`src/rtl/sync_fifo_if.sv`:
```
// Request/flag bundle between a sync_fifo and its producer/consumer.
// overflow/underflow exist only when SYNC_FIFO_ERR_FLAGS_EN is defined.
interface sync_fifo_if #(
    parameter int p_width = 32,
    parameter int p_depth = 32
);
    localparam int c_cw = $clog2(p_depth) + 1;

    logic               wr_req;
    logic [p_width-1:0] wr_data;
    logic               full;
    logic               almost_full;
    logic               rd_req;
    logic [p_width-1:0] rd_data;
    logic               empty;
    logic               almost_empty;
    logic [c_cw-1:0]    count;
`ifdef SYNC_FIFO_ERR_FLAGS_EN
    logic               overflow;
    logic               underflow;
`endif

    modport master (
        output wr_req, wr_data, rd_req,
        input  full, almost_full, rd_data, empty, almost_empty, count
`ifdef SYNC_FIFO_ERR_FLAGS_EN
        , input overflow, underflow
`endif
    );

    modport slave (
        input  wr_req, wr_data, rd_req,
        output full, almost_full, rd_data, empty, almost_empty, count
`ifdef SYNC_FIFO_ERR_FLAGS_EN
        , output overflow, underflow
`endif
    );
endinterface

```
`src/rtl/sync_fifo.sv`:
```
// Single-clock show-ahead FIFO with registered occupancy flags.
// Optional SYNC_FIFO_ERR_FLAGS_EN adds registered overflow/underflow pulses.
module sync_fifo #(
    parameter int p_width             = 32,
    parameter int p_depth             = 32,
    parameter int p_early_flag_thresh = 4
) (
    input logic      clock,
    input logic      reset,
    sync_fifo_if.slave fifo
);
    localparam int c_aw = $clog2(p_depth);
    localparam int c_cw = c_aw + 1;
    localparam logic [c_cw-1:0] c_full_lvl = c_cw'(p_depth);
    localparam logic [c_cw-1:0] c_af_lvl   = c_cw'(p_depth - p_early_flag_thresh);
    localparam logic [c_cw-1:0] c_ae_lvl   = c_cw'(p_early_flag_thresh);

    logic [p_width-1:0] r_mem [p_depth];
    logic [c_aw-1:0]    r_wr_ptr;
    logic [c_aw-1:0]    r_rd_ptr;
    logic [c_cw-1:0]    r_count;
    logic               r_full;
    logic               r_almost_full;
    logic               r_empty;
    logic               r_almost_empty;

    logic               w_wa;
    logic               w_ra;
    logic [c_cw-1:0]    w_count_nxt;

    // A pop frees a slot in the same edge, so a write at full is taken when paired with a read.
    assign w_wa = fifo.wr_req & (~r_full | fifo.rd_req);
    assign w_ra = fifo.rd_req & ~r_empty;

    always_comb begin
        w_count_nxt = r_count;
        if (w_wa && !w_ra) begin
            w_count_nxt = r_count + c_cw'(1);
        end else if (!w_wa && w_ra) begin
            w_count_nxt = r_count - c_cw'(1);
        end
    end

    always_ff @(posedge clock) begin
        if (w_wa && !reset) begin
            r_mem[r_wr_ptr] <= fifo.wr_data;
        end
    end

    always_ff @(posedge clock) begin
        if (reset) begin
            r_wr_ptr       <= '0;
            r_rd_ptr       <= '0;
            r_count        <= '0;
            r_full         <= 1'b0;
            r_almost_full  <= 1'b0;
            r_empty        <= 1'b1;
            r_almost_empty <= 1'b1;
        end else begin
            if (w_wa) begin
                r_wr_ptr <= r_wr_ptr + c_aw'(1);
            end
            if (w_ra) begin
                r_rd_ptr <= r_rd_ptr + c_aw'(1);
            end
            r_count        <= w_count_nxt;
            r_full         <= (w_count_nxt == c_full_lvl);
            r_almost_full  <= (w_count_nxt >= c_af_lvl);
            r_empty        <= (w_count_nxt == '0);
            r_almost_empty <= (w_count_nxt <= c_ae_lvl);
        end
    end

    assign fifo.rd_data      = r_mem[r_rd_ptr];
    assign fifo.count        = r_count;
    assign fifo.full         = r_full;
    assign fifo.almost_full  = r_almost_full;
    assign fifo.empty        = r_empty;
    assign fifo.almost_empty = r_almost_empty;

`ifdef SYNC_FIFO_ERR_FLAGS_EN
    logic r_overflow;
    logic r_underflow;

    always_ff @(posedge clock) begin
        if (reset) begin
            r_overflow  <= 1'b0;
            r_underflow <= 1'b0;
        end else begin
            r_overflow  <= fifo.wr_req & r_full & ~fifo.rd_req;
            r_underflow <= fifo.rd_req & r_empty;
        end
    end

    assign fifo.overflow  = r_overflow;
    assign fifo.underflow = r_underflow;
`endif
endmodule

```
`src/flat_wrapper.sv`:
```
// flat-port wrapper written by rule: the top's interface ports become plain ports
module sync_fifo_flat 
#(
    parameter int p_width             = 32,
    parameter int p_depth             = 32,
    parameter int p_early_flag_thresh = 4
)
  (clock, reset, fifo_wr_req, fifo_wr_data, fifo_rd_req, fifo_full, fifo_almost_full, fifo_rd_data, fifo_empty, fifo_almost_empty, fifo_count);
  sync_fifo_if #(.p_width(p_width), .p_depth(p_depth)) fifo_i ();
  input logic clock;
  input logic reset;
  input wire logic [$bits(fifo_i.wr_req)-1:0] fifo_wr_req;
  input wire logic [$bits(fifo_i.wr_data)-1:0] fifo_wr_data;
  input wire logic [$bits(fifo_i.rd_req)-1:0] fifo_rd_req;
  output wire logic [$bits(fifo_i.full)-1:0] fifo_full;
  output wire logic [$bits(fifo_i.almost_full)-1:0] fifo_almost_full;
  output wire logic [$bits(fifo_i.rd_data)-1:0] fifo_rd_data;
  output wire logic [$bits(fifo_i.empty)-1:0] fifo_empty;
  output wire logic [$bits(fifo_i.almost_empty)-1:0] fifo_almost_empty;
  output wire logic [$bits(fifo_i.count)-1:0] fifo_count;
  assign fifo_i.wr_req = fifo_wr_req;
  assign fifo_i.wr_data = fifo_wr_data;
  assign fifo_i.rd_req = fifo_rd_req;
  assign fifo_full = fifo_i.full;
  assign fifo_almost_full = fifo_i.almost_full;
  assign fifo_rd_data = fifo_i.rd_data;
  assign fifo_empty = fifo_i.empty;
  assign fifo_almost_empty = fifo_i.almost_empty;
  assign fifo_count = fifo_i.count;
  sync_fifo #(.p_width(p_width), .p_depth(p_depth), .p_early_flag_thresh(p_early_flag_thresh)) u_core (.clock(clock), .reset(reset), .fifo(fifo_i));
endmodule
```
`config.mk`:
```
export PLATFORM = sky130hd
export DESIGN_NAME = sync_fifo_flat
export DESIGN_NICKNAME = d
export VERILOG_FILES = /design/src/rtl/sync_fifo_if.sv /design/src/rtl/sync_fifo.sv /design/src/flat_wrapper.sv
export SDC_FILE = /design/constraint.sdc
export NUM_CORES = 1
export LEC_CHECK = 0
export BUFFER_PORTS_ARGS = -buffer_cell sky130_fd_sc_hd__buf_4
export CORE_ASPECT_RATIO = 1.25
export CORE_MARGIN = 2
export CORE_UTILIZATION = 43
export CTS_BUF_LIST = sky130_fd_sc_hd__clkbuf_4
export CTS_CLUSTER_SIZE = 16
export DETAILED_ROUTE_END_ITERATION = 6
export PLACE_DENSITY_LB_ADDON = 0.2
export SYNTH_ARGS = -nofsm -noshare
export SYNTH_HDL_FRONTEND = slang
export SYNTH_SLANG_ARGS = --single-unit
```
`constraint.sdc`:
```
create_clock -name clock -period 2.9 [get_ports clock]
set_input_delay 0.145 -clock clock [delete_from_list [all_inputs] [get_ports clock]]
set_output_delay 0.145 -clock clock [all_outputs]
set_load 0.01 [all_outputs]
```
==> reports/results.txt <==
status = complete, but fails checks
TritonCTS clock tree = done
Synth top area share = 0.769
DR WL/cell = 29.6 um
Least-Margin Pin Slew = 1100 ps
Final min period = 3590 ps
Synth area leaders = edfxtp_1 77%, mux4_2 18%, dfxtp_1 1.3%, mux2_2 0.90%, nor2_1 0.51%
gr ovfl total = 0
core area = 92,600 um^2
Final Non-Filler Cells = 3,493
Post-Syn Area = 40,000 um^2
PD cells = 666 nW/um^2
Seq cells post-synth = 1,049
DRC errors left = 0
Post-synth EDFFs = 1,024
Max stage delay on crit path = 490 ps
RSZ-0062 raised after global routing = yes
Critical Path AT = 3440 ps
Total Power = 32,300 uW
Worst setup SP type = flop
IO Port Bufs = 77
worst skew pair latency = 1090 ps
Global Route Usage Sum = 0.220
IO Pins = 78
Final setup viols = 32
Buffers & Inverters on Critical Path = 5
number of fill cells = 7,326
Die Span Y = 345 um
Hold Startpoint = fifo_wr_req
CP Capture Type = primary output
vias per cell = 5.69
H-Tree Depth = 5
layout cells sized above 1 = 0.444
DRT antenna net count = 0
first-pass GRT wire length = 147,000 um
DRT Pass-1 Iters = 5
number of max-cap violations = 0
multi-input combinational cell area = 8680 um^2
asr flop ratio synth = 0
Reg clk slew, reported paths = 70 ps
Longest Clk Path Bufs = 4
syn_nets = 1,668
Critical-path top delay cell = mux4_2
Ys Warns = 0
Num CTS Buffers = 277
Post-Place Cells = 2,929
fin nets = 2,170
Worst Clk Skew = 54.9 ps
Critical Path RT = 2760 ps
Slew Limit Fails = 0
register area share after synthesis = 0.782
failing checks = negative setup slack
FF-to-FF End = u_core.r_mem[25][17]
Die W = 277 um
critical path peak fanout = 6
clk sinks = 1,049
R2R Setup Slk = 230 ps
clock root buffer master = clkbuf_4
# rows = 125
routed wire length = 104,000 um
CP top delay family = multiplexers
dpl ws = 300 ps
Register Area = 31,300 um^2
Worst Setup Path Type = flop to primary output
Worst Reg-to-Reg Cells = 6
hold path endpoint = u_core.fifo.count[1]
GPL Wtd Cong = 0.749
final hold vios = 0
Slew headroom = 0.264
Cell Chain, Critical Path = buf_6 > buf_12 > buf_12 > buf_16 > mux4_2 > mux4_2 > mux2_4 > buf_6
drt initial violations = 2,077
worst hold slack = 182 ps
Hold Path Stages = 5
vias = 19,900
initial core utilization = 0.432
vias in the first global route = 21,400
initial antenna violation count = 3
area leader, netlist = edfxtp_1
HPWL Detailed = 53,300 um
ys flop type = edfxtp_1
area grow syn2layout = 21.2%
Final period util = 1.24
synthesized area per cell = 24.6 um^2
Hold Path Class = input port to flop
Netlist cell types = 38
Post-Synthesis Cells = 1,625
VDD IR max = 0.384 mV
pin count of the biggest net entering global routing = 51
die footprint = 95,400 um^2
setup ws final = -687 ps
Static Leak = 0.0153 uW
r2r startpoint = u_core.fifo.full
Achievable Freq = 279 MHz
==> worst reg2reg max path: cells and delay by family (launching register included) <==
| kind | cells | cell delay, ps |
|---|---|---|
| flip-flops | 1 | 330 |
| AND/OR/NAND/NOR | 4 | 1080 |
| buffers and inverters | 2 | 840 |
==> cell usage in the layout (no fill, tap or decap), types with 7 or more instances in the layout <==
cell type,instances
dfxtp_1,20
clkinv_2,13
inv_2,8
nor2_1,22
clkinv_1,42
nor2_4,32
xor2_1,7
mux2_4,30
dlygate4sd3_1,76
buf_4,116
nand2_1,16
edfxtp_1,1024
buf_6,36
ha_1,7
buf_12,42
buf_16,26
clkbuf_4,367
mux4_2,320
==> kinds of logic (layout without fill, tap and decap cells) <==
logic type / after synthesis / after routing / synth area share
multiplexers: 352 / 352 / 0.189
AO/OA/AOI/OAI: 15 / 15 / 0.00263
AND/OR/NAND/NOR: 104 / 104 / 0.0120
other: 0 / 4 / 0
XOR/XNOR: 10 / 10 / 0.00219
buffers and inverters: 88 / 746 / 0.00989
adder cells (fa/ha/maj): 7 / 7 / 0.00219
flip-flops: 1049 / 1049 / 0.782
==> stage by stage <==
stage / instance area [um^2] / utilization / setup TNS, ps
finish: 48400 / 0.523 / -20620
global route: 48400 / 0.523 / -25010
CTS: 48300 / 0.522 / -25570
detailed placement: 43200 / 0.467 / 0
global placement: 43200 / 0.467 / 0
floorplan: 40000 / - / 0
==> area by class of cell <==
type / instances / share of cell area
Antenna cell: 4 / 0.000207
Clock buffer: 367 / 0.0569
Clock inverter: 68 / 0.00832
Inverter: 6 / 0.000465
Multi-Input combinational cell: 488 / 0.179
Sequential cell: 1049 / 0.646
Tap cell: 1206 / 0.0312
Timing Repair Buffer: 305 / 0.0782
==> flip-flops by register name, indices dropped and copies added, names as in the netlist, named ones only <==
| name | count |
|---|---|
| u_core.r_mem | 1024 |
| u_core.fifo.full | 1 |
| u_core.fifo.empty | 1 |
| u_core.fifo.count | 6 |
| u_core.fifo.almost_full | 1 |
| u_core.r_rd_ptr | 5 |
| u_core.fifo.almost_empty | 1 |
| u_core.r_wr_ptr | 5 |
==> cells in the mapped netlist, types with 2 or more instances <==
master,number
nand2_1,16
inv_1,6
mux2_2,32
a31oi_1,2
nand3_1,2
a221oi_1,2
xor2_1,7
a21oi_1,2
edfxtp_1,1024
ha_1,7
nand2b_1,2
clkbuf_1,36
or2_2,2
and3_1,2
mux4_2,320
o22ai_1,2
o31ai_1,2
nor3_1,6
buf_4,4
o21a_1,2
dfxtp_1,25
nand4_1,6
nor2b_1,6
xnor2_1,3
buf_6,3
nor2_1,54
buf_1,17
buf_2,22
nor4bb_1,2
==> how the worst max path moves through the flow <==
stage	startpoint	endpoint	slack [ps]	cells after the start
final	flop	fifo_rd_data[20]	-690	8
after global placement	flop	fifo_rd_data[8]	330	6
after global routing	flop	fifo_rd_data[17]	-830	8
after floorplan	u_core.fifo.full	u_core.r_mem[15][0]	20	5
after CTS	flop	fifo_rd_data[26]	-830	9
after detailed placement	flop	fifo_rd_data[8]	300	6
==> routing by layer <==
layer,global-route usage,up-vias,share of wire
met5,0,-,0.00013
met3,0.0530,151,0.068
li1,-,8199,-
met2,0.372,834,0.51
met1,0.279,10700,0.39
met4,0.0820,2,0.024
==> power breakdown <==
group | total (uW) | switching (uW) | internal, uW
combinational | 3500 | 1490 | 2010
clock | 12000 | 5720 | 6280
sequential | 16800 | 56.5 | 16700
==> timing repair <==
item,CTS,global route
cloned,19,6
buffers inserted,26,4
gates resized for setup,108,7
hold endpoints to repair,1049,0
hold buffers,76,0
endpoints found under the setup margin,32,32
Power figures use the tool's default switching activity.
